### config.mk
export PLATFORM = sky130hd
export DESIGN_NAME = cache_ctrl
export DESIGN_NICKNAME = d
export VERILOG_FILES = /design/src/rtl/cache_pkg.sv /design/src/rtl/cache_victim_sel.sv /design/src/rtl/cache_ctrl.sv
export SDC_FILE = /design/constraint.sdc
export NUM_CORES = 1
export LEC_CHECK = 0
export BUFFER_PORTS_ARGS = -buffer_cell sky130_fd_sc_hd__buf_2
export CORE_ASPECT_RATIO = 0.8
export CORE_MARGIN = 1.5
export CORE_UTILIZATION = 54
export CTS_CLUSTER_SIZE = 40
export DETAILED_ROUTE_END_ITERATION = 7
export GPL_TIMING_DRIVEN = 0
export HOLD_SLACK_MARGIN = 0.12
export PLACE_DENSITY = 0.8
export REMOVE_ABC_BUFFERS = 1
export SLEW_MARGIN = 20
export SYNTH_ARGS = -nofsm -noshare
export SYNTH_HDL_FRONTEND = slang
export SYNTH_HIERARCHICAL = 1
export SYNTH_SLANG_ARGS = --single-unit
### constraint.sdc
create_clock -name clk -period 3.1 [get_ports clk]
set_clock_uncertainty 0.05 [all_clocks]
set_input_delay 0.62 -clock clk [delete_from_list [all_inputs] [get_ports clk]]
set_output_delay 0.62 -clock clk [all_outputs]
set_load 0.02 [all_outputs]
### src/rtl/cache_pkg.sv
// cache_pkg: shared definitions for the cache sequencing controller.
//   - default geometry (tag width, sets, ways) for the 4x4 tag store
//   - request address field positions: {tag, index}
//   - controller FSM state encoding
package cache_pkg;

  localparam int DEF_TAG_W = 8;
  localparam int DEF_SETS  = 4;
  localparam int DEF_WAYS  = 4;
  localparam int DEF_IDX_W = $clog2(DEF_SETS);

  // Request address layout: index in the low bits, tag above it.
  localparam int ADDR_IDX_LSB = 0;
  localparam int ADDR_TAG_LSB = DEF_IDX_W;

  typedef enum logic [2:0] {
    ST_IDLE,
    ST_LOOKUP,
    ST_EVICT,
    ST_FILL,
    ST_UPDATE,
    ST_RESP
  } state_e;

endpackage

### src/rtl/cache_victim_sel.sv
// cache_victim_sel: combinational victim choice for one set.
//   i_valid        : valid bits of the set being looked up
//   i_rr           : round-robin pointer of that set
//   o_way          : one-hot victim way
//   o_victim_valid : 1 when the victim currently holds a valid line
// The lowest-numbered invalid way wins; with the set full, the
// round-robin pointer picks the way.
module cache_victim_sel
  import cache_pkg::*;
#(
  parameter  int WAYS = DEF_WAYS,
  localparam int RR_W = $clog2(WAYS)
) (
  input  logic [WAYS-1:0] i_valid,
  input  logic [RR_W-1:0] i_rr,
  output logic [WAYS-1:0] o_way,
  output logic            o_victim_valid
);

  logic [WAYS-1:0] w_inv;
  logic [WAYS-1:0] w_inv_first;

  assign w_inv = ~i_valid;
  // x & -x isolates the lowest set bit
  assign w_inv_first = w_inv & (~w_inv + WAYS'(1));

  always_comb begin
    o_way          = '0;
    o_victim_valid = 1'b0;
    if (w_inv_first != '0) begin
      o_way = w_inv_first;
    end else begin
      o_way[i_rr]    = 1'b1;
      o_victim_valid = 1'b1;
    end
  end

endmodule

### src/rtl/cache_ctrl.sv
// cache_ctrl: lookup / writeback / fill sequencer for the set-associative
// tag store. Owns valid, dirty and round-robin replacement state.
//   clk, clr              : clock, async active-low reset
//   req_v/req_rw/req_addr : one lookup at a time, accepted when req_ready
//   resp_v/hit/way        : one-cycle response, way one-hot
//   ts_*                  : tag store index/tag, write strobe + way,
//                           raw compare hits and full tag dump of the set
//   mem_*                 : req/ack memory port, we=1 writeback, we=0 fill
module cache_ctrl
  import cache_pkg::*;
#(
  parameter  int TAG_W  = DEF_TAG_W,
  parameter  int SETS   = DEF_SETS,
  parameter  int WAYS   = DEF_WAYS,
  localparam int IDX_W  = $clog2(SETS),
  localparam int RR_W   = $clog2(WAYS),
  localparam int ADDR_W = TAG_W + IDX_W
) (
  input  logic                  clk,
  input  logic                  clr,
  input  logic                  req_v,
  input  logic                  req_rw,
  input  logic [ADDR_W-1:0]     req_addr,
  output logic                  req_ready,
  output logic                  resp_v,
  output logic                  resp_hit,
  output logic [WAYS-1:0]       resp_way,
  output logic [IDX_W-1:0]      ts_index,
  output logic [TAG_W-1:0]      ts_tag,
  output logic [WAYS-1:0]       ts_way,
  output logic                  ts_w,
  input  logic [WAYS-1:0]       ts_hit,
  input  logic [WAYS*TAG_W-1:0] ts_dump,
  output logic                  mem_req,
  output logic                  mem_we,
  output logic [ADDR_W-1:0]     mem_addr,
  input  logic                  mem_ack
);

  state_e r_state, w_nxt;

  logic [SETS-1:0][WAYS-1:0] r_valid;
  logic [SETS-1:0][WAYS-1:0] r_dirty;
  logic [SETS-1:0][RR_W-1:0] r_rr;

  logic [TAG_W-1:0] r_tag;   // latched request tag
  logic [IDX_W-1:0] r_idx;   // latched request index
  logic             r_rw;
  logic             r_hit;
  logic [WAYS-1:0]  r_way;   // hit way, or victim way on a miss
  logic [TAG_W-1:0] r_vtag;  // tag of the line being written back

  logic [WAYS-1:0]  w_qhit;
  logic [WAYS-1:0]  w_hit_way;
  logic [WAYS-1:0]  w_vway;
  logic             w_vvalid;
  logic [TAG_W-1:0] w_vtag;

  // Raw compares only count for lines we hold as valid.
  assign w_qhit    = ts_hit & r_valid[r_idx];
  assign w_hit_way = w_qhit & (~w_qhit + WAYS'(1));

  cache_victim_sel #(.WAYS(WAYS)) u_vsel (
    .i_valid        (r_valid[r_idx]),
    .i_rr           (r_rr[r_idx]),
    .o_way          (w_vway),
    .o_victim_valid (w_vvalid)
  );

  // Stored tag of the victim way, needed for the writeback address.
  always_comb begin
    w_vtag = '0;
    for (int i = 0; i < WAYS; i++)
      if (w_vway[i]) w_vtag = ts_dump[i*TAG_W +: TAG_W];
  end

  always_ff @(posedge clk or negedge clr) begin
    if (!clr) r_state <= ST_IDLE;
    else      r_state <= w_nxt;
  end

  always_comb begin
    w_nxt     = r_state;
    req_ready = 1'b0;
    resp_v    = 1'b0;
    resp_hit  = 1'b0;
    resp_way  = '0;
    ts_way    = '0;
    ts_w      = 1'b0;
    mem_req   = 1'b0;
    mem_we    = 1'b0;
    mem_addr  = '0;
    unique case (r_state)
      ST_IDLE: begin
        req_ready = 1'b1;
        if (req_v) w_nxt = ST_LOOKUP;
      end
      ST_LOOKUP: begin
        if (w_qhit != '0)                           w_nxt = ST_RESP;
        else if (w_vvalid && |(w_vway & r_dirty[r_idx])) w_nxt = ST_EVICT;
        else                                        w_nxt = ST_FILL;
      end
      ST_EVICT: begin
        mem_req  = 1'b1;
        mem_we   = 1'b1;
        mem_addr = {r_vtag, r_idx};
        if (mem_ack) w_nxt = ST_FILL;
      end
      ST_FILL: begin
        mem_req  = 1'b1;
        mem_addr = {r_tag, r_idx};
        if (mem_ack) w_nxt = ST_UPDATE;
      end
      ST_UPDATE: begin
        ts_w   = 1'b1;
        ts_way = r_way;
        w_nxt  = ST_RESP;
      end
      ST_RESP: begin
        resp_v   = 1'b1;
        resp_hit = r_hit;
        resp_way = r_way;
        w_nxt    = ST_IDLE;
      end
      default: w_nxt = ST_IDLE;
    endcase
  end

  // Tag store is addressed from the latch for the whole transaction.
  assign ts_index = r_idx;
  assign ts_tag   = r_tag;

  always_ff @(posedge clk or negedge clr) begin
    if (!clr) begin
      r_valid <= '0;
      r_dirty <= '0;
      r_rr    <= '0;
      r_tag   <= '0;
      r_idx   <= '0;
      r_rw    <= 1'b0;
      r_hit   <= 1'b0;
      r_way   <= '0;
      r_vtag  <= '0;
    end else begin
      unique case (r_state)
        ST_IDLE: begin
          if (req_v) begin
            r_tag <= req_addr[IDX_W +: TAG_W];
            r_idx <= req_addr[0 +: IDX_W];
            r_rw  <= req_rw;
          end
        end
        ST_LOOKUP: begin
          r_hit <= (w_qhit != '0);
          if (w_qhit != '0) begin
            r_way <= w_hit_way;
            if (r_rw) r_dirty[r_idx] <= r_dirty[r_idx] | w_hit_way;
          end else begin
            r_way  <= w_vway;
            r_vtag <= w_vtag;
          end
        end
        ST_UPDATE: begin
          r_valid[r_idx] <= r_valid[r_idx] | r_way;
          r_dirty[r_idx] <= r_rw ? (r_dirty[r_idx] | r_way)
                                 : (r_dirty[r_idx] & ~r_way);
          // Advances on every fill of the set, including fills into
          // invalid ways.
          r_rr[r_idx]    <= r_rr[r_idx] + RR_W'(1);
        end
        default: ;
      endcase
    end
  end

endmodule

# Word level (Yosys, flattened, before mapping)
# Cells that the tools add are included.
word_totals:
  output_inout_bits: 34
  inputBits: 51
  reg_bits: 67
classes:
  order_cmp: 4
  add_sub_neg: 3
  n_bitwise: 13
  n_reduce_logical: 13
  muxes: 42
  n_eq_ne: 10
op_table:
  columns: ["operator", "count"]
  rows:
  - ["16-bit bitwise mux", 3]
  - ["16-bit 2-to-1 mux", 2]
  - ["4-bit 2-to-1 mux", 8]
  - ["8-bit 2-to-1 mux", 4]
  - ["16-bit case mux with 2 select lines", 1]
  - ["4-bit AND", 5]
  - ["10-bit case mux with 2 select lines", 1]
  - ["4-bit binary-select mux with 2-bit select", 2]
  - ["4-bit NOT", 4]
  - ["3-bit case mux with 5 select lines", 1]
  - ["3-bit 2-to-1 mux", 4]
  - ["4-bit bitwise OR", 3]
  - ["2-bit inequality test, second input constant", 5]
  - ["1-bit 2-to-1 mux", 9]
  - ["4-bit by 1-bit adder with 4-bit output, second input constant", 2]
  - ["8-bit bitwise mux", 1]
  - ["4-bit demux with 2-bit select", 1]
  - ["4-bit nonzero test", 2]
  - ["3-bit by 2-bit equality test with 1-bit output, second input constant", 2]
  - ["3-bit equality test, second input constant", 2]
  - ["2-bit by 3-bit < comparator with 1-bit output, second input constant", 2]
  - ["3-bit AND reduction", 2]
  - ["2-bit binary-select mux with 2-bit select", 1]
  - ["2-bit demux with 2-bit select", 1]
  - ["12 further kinds", 17]

# Longest topological paths before layout
# Gate-level depths: netlist of the first run.
logic_depth:
  word_depth: 14
  ltp_mapped: 11
  mapped_depth_nobuf: 9

# Modules after synthesis
# Netlist of the first run, hierarchy kept.
by_module_without_submodules:
  columns: ["mod", "area_each_um2", "cells_each", "n_inst"]
  rows:
  - ["cache_ctrl", 3627.2, 334, 1]
  - ["cache_victim_sel", 73.8, 12, 1]

# Worst setup path before layout of the first run
# OpenSTA, ideal clock, no wires.
synth_path:
  path_kind: "flip-flop to flip-flop"
  startpoint: "reg r_idx[0], in the netlist ts_index[0]"
  endpoint: "reg r_state[0]"
  required_ps: 2908
  t_arrival_ps: 2718
  setup_time_ps: 142
  stages_incl_launch_ff: 10
  slack_ps: 190
  path_cell_list: "dfrtp_1 -> buf_6 -> buf_2 -> mux4_2 -> nand3b_1 -> a21oi_1 -> clkbuf_1 -> a221oi_1 -> nor4b_1 -> a211oi_1"
synth_via:
  elab_chain_len: 14
  elab_cells_between_ends: 26
  classes_between: "add/sub (1); order compare (2); mux (13); bitwise (5); reduce/logical (5)"
synth_lines:
  columns: ["item", "line_no", "rtl"]
  rows:
  - ["from (decl)", "cache_ctrl.sv:47", "logic [IDX_W-1:0] r_idx;"]
  - ["from (signal assigned)", "cache_ctrl.sv:149", "r_idx <= req_addr[0 +: IDX_W];"]
  - ["4-bit binary-select mux with 2-bit select", "cache_ctrl.sv:64", ".i_valid (r_valid[r_idx]),"]
  - ["4-bit 2-to-1 mux (not written as such)", "cache_ctrl.sv:64", null]
  - ["4-bit NOT", "cache_victim_sel.sv:23", "assign w_inv = ~i_valid;"]
  - ["4-bit NOT", "cache_victim_sel.sv:25", "assign w_inv_first = w_inv & (~w_inv + WAYS'(1));"]
  - ["4-bit by 1-bit adder with 4-bit output", "cache_victim_sel.sv:25", null]
  - ["4-bit AND", "cache_victim_sel.sv:25", null]
  - ["4-bit nonzero test", "cache_victim_sel.sv:30", "if (w_inv_first != '0) begin"]
  - ["4-bit 2-to-1 mux (*)", "cache_victim_sel.sv:30", null]
  - ["via w_vway[2]", "cache_ctrl.sv:55", "logic [WAYS-1:0] w_vway;"]
  - ["4-bit AND (*)", "cache_ctrl.sv:100", "else if (w_vvalid && |(w_vway & r_dirty[r_idx])) w_nxt = ST_EVICT;"]
  - ["4-bit OR reduction (*)", "cache_ctrl.sv:100", null]
  - ["1-bit logical AND (*)", "cache_ctrl.sv:100", null]
  - ["1-bit 2-to-1 mux (*)", "cache_ctrl.sv:100", null]
  - ["3-bit 2-to-1 mux (*)", "cache_ctrl.sv:99", "if (w_qhit != '0) w_nxt = ST_RESP;"]
  - ["3-bit case mux with 5 select lines (*)", "cache_ctrl.sv:93", "unique case (r_state)"]
  - ["to (signal assigned)", "cache_ctrl.sv:79", "else r_state <= w_nxt;"]
  - ["to (decl)", "cache_ctrl.sv:40", "state_e r_state, w_nxt;"]
# Mark *: on every way through the listed nets, which the timed path passes. The rest lies on a longest branch. The select of a mux whose other input is x is not followed.
# A chain may end at the register's enable or synchronous reset.

# Worst setup path after layout of the first run
layout_path:
  startpoint: "reg r_idx[0], in the netlist ts_index[0]"
  endpoint: "reg r_vtag[5]"
layout_via:
  elab_cells_between_ends: 23
  classes_between: "add/sub (1); order compare (2); mux (11); bitwise (5); reduce/logical (4)"
layout_lines:
  columns: ["item", "line_no", "rtl"]
  rows:
  - ["4-bit binary-select mux with 2-bit select", "cache_ctrl.sv:64", null]
  - ["4-bit 2-to-1 mux (not written as such)", "cache_ctrl.sv:64", null]
  - ["4-bit NOT", "cache_victim_sel.sv:23", null]
  - ["4-bit NOT", "cache_victim_sel.sv:25", null]
  - ["4-bit by 1-bit adder with 4-bit output", "cache_victim_sel.sv:25", null]
  - ["4-bit AND", "cache_victim_sel.sv:25", null]
  - ["4-bit nonzero test", "cache_victim_sel.sv:30", null]
  - ["4-bit 2-to-1 mux (*)", "cache_victim_sel.sv:30", null]
  - ["via w_vway[1]", "cache_ctrl.sv:55", null]
  - ["8-bit 2-to-1 mux (*) (3 in series)", "cache_ctrl.sv:74", "if (w_vway[i]) w_vtag = ts_dump[i*TAG_W +: TAG_W];"]
  - ["to (signal assigned)", "cache_ctrl.sv:160", "r_vtag <= w_vtag;"]
  - ["to (decl)", "cache_ctrl.sv:51", "logic [TAG_W-1:0] r_vtag;"]
# Marks and branches as above.

==> results of run 1 <==
## routing by layer
layer / vias up / GRT usage (%) / part of all wire [%]
met2: 81 / 40.28 / 50
met3: 9 / 5.754 / 5.2
met1: 1473 / 34.74 / 44
met4: 0 / 7.059 / 1.2
li1: 1399 / - / -
met5: - / 0 / 0
## through the flow
| step | setup slack [ns] | utilization [%] | setup TNS (ns) |
|---|---|---|---|
| CTS | -0.01583 | 67.10 | -0.01583 |
| global placement | -1.037 | 63.42 | -8.935 |
| detailed placement | -0.7776 | 63.83 | -6.385 |
| finish | 0.09832 | 67.79 | 0 |
| global route | -0.008726 | 67.79 | -0.008726 |
| floorplan | -0.3516 | - | -2.782 |
## sequential cells by signal, indices dropped and copies added (netlist names)
name      cells
r_dirty      16
r_hit         1
r_rr          8
r_rw          1
r_state       3
r_valid      16
r_vtag        8
r_way         4
ts_index      2
ts_tag        8
## synthesized netlist by cell type (7+ instances only)
master and n:
mux2_4 12, mux2_1 11, nand2_1 42, a21oi_1 13
o31ai_1 10, nor2b_1 14, a221oi_1 9, dfrtp_1 67
mux2_2 11, o21ai_0 19, mux4_2 7, clkbuf_1 12
and2_1 11, nor2_1 34, mux2i_1 15
## logic make-up after synthesis
family / Yosys count / synth area share [%]
simple gates: 121 / 15.96
compound gates: 72 / 14.37
flops: 67 / 45.30
mux: 57 / 20.59
buf+inv: 27 / 3.313
xor+xnor: 2 / 0.4734
## repair_timing
action / in CTS / in global routing
gates resized for setup: 6 / 8
setup endpoints to repair: 12 / 25
cloned: 0 / 0
hold endpoints to repair: 22 / 0
hold buffers: 1 / 0
## critical path: stages (launching register included)
cell      delay [ns]
dfrtp_4         0.62
mux4_2          0.62
nand4b_1        0.27
a21boi_4        0.41
nor2b_4         0.12
a221oi_1        0.36
o31ai_1         0.12
mux2_1          0.31
## worst min path at each step
stage                startpoint          end  slack (ns)  cells past startpoint
floorplan                   clr   r_dirty[0]        0.27                      0
global placement        r_rr[6]      r_rr[6]        0.41                      2
detailed placement  r_valid[11]  r_valid[11]        0.42                      2
CTS                 req_addr[1]  ts_index[1]        0.43                      3
global route        r_valid[12]  r_valid[12]        0.45                      2
finish               r_valid[9]   r_valid[9]        0.43                      2
## power by group through the flow
stage / Clock, mW / Combinational [mW] / Sequential [mW]
final: 0.676 / 2.53 / 1.65
after global routing: 0.730 / 2.76 / 1.71
after CTS: 0.695 / 2.45 / 1.64
after detailed placement: 0 / 2.42 / 1.65
after global placement: 0 / 2.32 / 1.62
after floorplan: 0 / 1.75 / 1.61
## area by class of cell
cell class                 instances  area [sq um]
clock buffer                      11         151.4
clock inverter                     5         36.28
fill                             515          2096
inverter                           6         22.52
multi-input combinational        252          1958
sequential                        67          1684
tap                               84         105.1
timing repair buffer              86         452.9
==> impl_metrics.tcl, run 1 <==
set metrics [dict create \
    reg2reg_from "ts_index[0]" \
    holdWs_ns 0.4288 \
    power_leakage_nw 2.051 \
    finalSetupViolations 0 \
    crit_required_ns 3.28 \
    drc 0 \
    grt_max_degree 45 \
    finalInstanceArea_sq_um 4410 \
    clk_latency_ns 0.34 \
    drive_above_1_share_pct 34.89 \
    power_density_nw_per_um2 1100 \
    final_cell_mix "buf_2 (83), dfrtp_1 (65), nand2_1 (42)" \
    clock-root-buffer "clkbuf_8" \
    peakVddDrop_v 0.0007248 \
    outcome "finished, final reports clean" \
    rr_endpoint "r_vtag[5]" \
    switching_share_pct 44.32 \
    syn_to_final_growth_pct 19.17 \
    regToRegSetupSlack_ns 0.1 \
    antenna_found_initial 0 \
    netlist.area_leader.share_pct 45.30 \
    cts.clk_slew.worst_paths_ns 0.07 \
    synth.largest_area_cell "dfrtp_1" \
    p_int_mw 2.702 \
    final-max-slew-violation-count 0 \
    wirelength_microns 8853 \
    cts_made_buffers 9 \
    worst_pin_slew_ns 0.9217 \
    yosysSeqAreaShare_pct 45.30 \
    synth.distinct_cells 50 \
    placed_cells 494 \
    synth_edf_count 0 \
    design.core.area_sq_um 6506 \
    fin_nets 473 \
    portBuffers 84 \
    htree_levels 3 \
    mostFrequentLayoutCell "buf_2" \
    vias 2962 \
    seqPwrFrac_pct 34.0 \
    dieWidth_microns 95.56 \
    slew_headroom_pct 38.52 \
    worstSetupPathType "register to register" \
    p_switching_mw 2.151 \
    wl_per_cell_microns 17.32 \
    min_period_over_period_pct 96.83 \
    period_needed_ns 3.002 \
    drtAntennaViolNets 0 \
    hold_viol 0 \
    netlist_area_sq_um 3701 \
    clkPwrFrac_pct 13.9 \
    synthFlopType "dfrtp_1" \
    syn_avg_cell_area_sq_um 10.70 \
    place_hpwl_microns 6327 \
    clk_path_buf_depth 2 \
    p_comb_share_pct 52.0 \
    ioPinCount 85 \
    max_freq_mhz 333.1 \
    dr.pass1.iters 4 \
    cp-start-kind "register" \
    avgViaCountPerCell 5.796 \
    min_path_type "register to register" \
    worstRegToRegCells 7 \
    synth.area.top_cells "dfrtp_1 (45%), mux2_4 (4.9%), mux4_2 (4.3%)" \
    initialDrtViolationCount 141 \
    worstPathArrival_ns 3.18 \
    p_total_mw 4.853 \
    rows 26 \
    postPlaceCellArea_sq_um 4153 \
    die-area_sq_um 7362 \
    grt_pass1_vias 2836 \
    start_util_pct 56.88 \
    gr-total-overflow 0 \
    maxCapViolCount 0 \
    antenna_cells 0 \
    gp_congestion 0.8336 \
    clock_sinks 67 \
    path_max_fanout 21 \
    post_cts_buffers 0 \
    crit_path_start "ts_index[0]" \
    yosysWarnings 6 \
    crit_path_end_kind "register" \
    fin_cells 511 \
    die_height_microns 77.05 \
    syn_inst 346 \
    async_flop_share_pct 100.0 \
    cts_tree "done" \
    crit_end "r_vtag[5]" \
    grt_pass1_wl_microns 14230 \
    ys_ff_latch 67 \
    grt_usage_pct 25.38 \
]
Note: power is estimated with default switching activity, not from simulation.
==> inputs of run 2 (changes only) <==
--- a/config.mk
+++ b/config.mk
@@ -8,15 +8,16 @@
 export BUFFER_PORTS_ARGS = -buffer_cell sky130_fd_sc_hd__buf_2
 export CORE_ASPECT_RATIO = 0.8
 export CORE_MARGIN = 1.5
-export CORE_UTILIZATION = 54
+export CORE_UTILIZATION = 58
 export CTS_CLUSTER_SIZE = 40
 export DETAILED_ROUTE_END_ITERATION = 7
 export GPL_TIMING_DRIVEN = 0
 export HOLD_SLACK_MARGIN = 0.12
-export PLACE_DENSITY = 0.8
+export PLACE_DENSITY = 0.85
 export REMOVE_ABC_BUFFERS = 1
 export SLEW_MARGIN = 20
 export SYNTH_ARGS = -nofsm -noshare
 export SYNTH_HDL_FRONTEND = slang
 export SYNTH_HIERARCHICAL = 1
 export SYNTH_SLANG_ARGS = --single-unit
+export TNS_END_PERCENT = 20
==> constraint.sdc (replaced) <==
create_clock -name clk -period 3.7 [get_ports clk]
set_clock_uncertainty 0.05 [all_clocks]
set_input_delay 0 -clock clk [delete_from_list [all_inputs] [get_ports clk]]
set_output_delay 0 -clock clk [all_outputs]
set_load 0.02 [all_outputs]
==> run 2 against run 1 <==
  * Die area fell by 6.7%
  * Routed wire length increased by 18%
  * Utilization increased by 11 points
  * First-iteration DRC count is 120% higher
  * Non-clock buffer count increased by 38
  * Register-to-register slack better by 0.09 ns
  * Worst hold slack worse by 0.28 ns
  * Via count up 9.1%
  * Count of clock-buffer cells in the layout is 3 higher
  * Flip-flop and latch count unchanged
==> impl_metrics.tcl, run 2 (synthesized netlist as in run 1, its figures left out) <==
set metrics [dict create \
    cts.clk_slew.worst_paths_ns 0.07 \
    seqPwrFrac_pct 33.5 \
    finalSetupViolations 0 \
    rsz0062_at_grt "false" \
    clk_latency_ns 0.35 \
    period_needed_ns 3.510 \
    min_period_over_period_pct 94.85 \
    grt_pass1_vias 3192 \
    place_hpwl_microns 6482 \
    grt_usage_pct 31.48 \
    dr.pass1.iters 5 \
    gr-total-overflow 0 \
    p_comb_share_pct 51.1 \
    regToRegSetupSlack_ns 0.19 \
    wirelength_microns 10450 \
    rows 25 \
    final_cell_mix "buf_2 (83), dfrtp_1 (65), nand2_1 (42)" \
    min_path_type "input port to register" \
    wl_per_cell_microns 19.14 \
    maxCapViolCount 0 \
    finalInstanceArea_sq_um 4777 \
    dieWidth_microns 92.31 \
    drtAntennaViolNets 0 \
    worstSetupPathType "register to register" \
    portBuffers 84 \
    busiest_layer "met2" \
    clk_path_buf_depth 2 \
    postPlaceCellArea_sq_um 4149 \
    crit_path_end_kind "register" \
    path_max_fanout 19 \
    hold_viol 0 \
    fin_nets 511 \
    start_util_pct 61.31 \
    worstHoldPathCells 4 \
    die_height_microns 74.45 \
    syn_to_final_growth_pct 29.07 \
    gp_congestion 0.8054 \
    cts_tree "done" \
    worstPathArrival_ns 3.74 \
    clkPwrFrac_pct 15.4 \
    power_leakage_nw 2.221 \
    peakVddDrop_v 0.0004739 \
    rr_endpoint "r_vtag[7]" \
    crit_required_ns 3.94 \
    grt_pass1_wl_microns 16120 \
    vias 3233 \
    cts_made_buffers 9 \
    drive_above_1_share_pct 31.47 \
    outcome "finished, final reports clean" \
    avgViaCountPerCell 5.921 \
    antenna_found_initial 1 \
    top_regs "r_dirty (16), r_valid (16)" \
    grt_max_degree 42 \
    use_met2_pct 53.10 \
    slew_headroom_pct 38.80 \
    worstRegToRegCells 8 \
    switching_share_pct 43.82 \
    clock_sinks 67 \
    grt_use_met1_pct 38.69 \
    htree_levels 3 \
    reg2reg_from "ts_index[1]" \
    initialDrtViolationCount 317 \
    ioPinCount 85 \
    mostFrequentLayoutCell "buf_2" \
    max_freq_mhz 284.9 \
    p_total_mw 4.197 \
    drc 0 \
    clock-root-buffer "clkbuf_8" \
    min_to "r_vtag[6]" \
    p_switching_mw 1.839 \
    worst_pin_slew_ns 0.9180 \
    cp-start-kind "register" \
    grt_use_met3_pct 7.055 \
    post_cts_buffers 0 \
    p_int_mw 2.358 \
    power_density_nw_per_um2 878.6 \
    die-area_sq_um 6872 \
    worstHoldStart "ts_dump[22]" \
    design.core.area_sq_um 6037 \
    final-max-slew-violation-count 0 \
]
run 2: how the worst max path moves through the flow:
stage / start / to / slack [ns] / cells after the start
6_report: ts_index[1] / r_vtag[7] / 0.19 / 8
5_1_grt: ts_index[1] / r_vtag[7] / 0.09 / 8
4_1_cts: ts_index[1] / r_vtag[0] / 0.01 / 8
3_5_place_dp: ts_index[0] / r_vtag[2] / -0.16 / 7
3_3_place_gp: ts_index[0] / r_vtag[5] / -0.39 / 7
2_1_floorplan: ts_index[0] / r_vtag[1] / 0.25 / 7
run 2: layout make-up:
type | count | area, sq um
clock buffer | 14 | 182.7
antenna | 1 | 2.502
tap | 81 | 101.3
inverter | 6 | 22.52
clock inverter | 1 | 30.03
multi-input combinational | 252 | 1913
timing repair buffer | 124 | 843.3
fill | 336 | 1260
sequential | 67 | 1682
run 2: layer usage:
metal / share of wire, % / up-vias
li1: - / 1466
met1: 40 / 1594
met2: 50 / 133
met3: 6.0 / 40
met4: 3.7 / 0
met5: 0 / -
run 2: metrics by stage:
step / hold WS (ns) / std cells / util, % / worst slack [ns] / TNS [ns]
finish: 0.1504 / 546 / 79.13 / 0.1904 / 0
global route: 0.1675 / 546 / 79.13 / 0.08678 / 0
CTS: 0.1358 / 545 / 78.96 / 0.01134 / 0
detailed placement: -0.1154 / 491 / 68.73 / -0.1606 / -1.131
global placement: 0.1582 / 490 / 68.29 / -0.3903 / -3.020
floorplan: -0.3456 / 325 / - / 0.2484 / 0
run 2: power groups by stage:
stage	clock network, mW	logic, mW	registers, mW
6_report	0.645	2.15	1.41
5_1_grt	0.683	2.31	1.44
4_1_cts	0.654	2.08	1.38
3_5_place_dp	0	2.04	1.39
3_3_place_gp	0	1.94	1.35
2_1_floorplan	0	1.47	1.35
run 2: timing repair:
item	4_1_cts	5_1_grt
hold buffers	39	0
endpoints found under the hold margin	92	0
setup endpoints to repair	9	8
gates resized for setup	2	3
run 2: worst max-delay path: stages (launching register included):
cell      delay, ns
dfrtp_2        0.69
mux2i_1        0.19
mux2i_1        0.48
inv_2          0.08
o41ai_2        0.55
nor2b_1        0.63
a221oi_1       0.25
o31ai_1        0.34
mux2_1         0.19
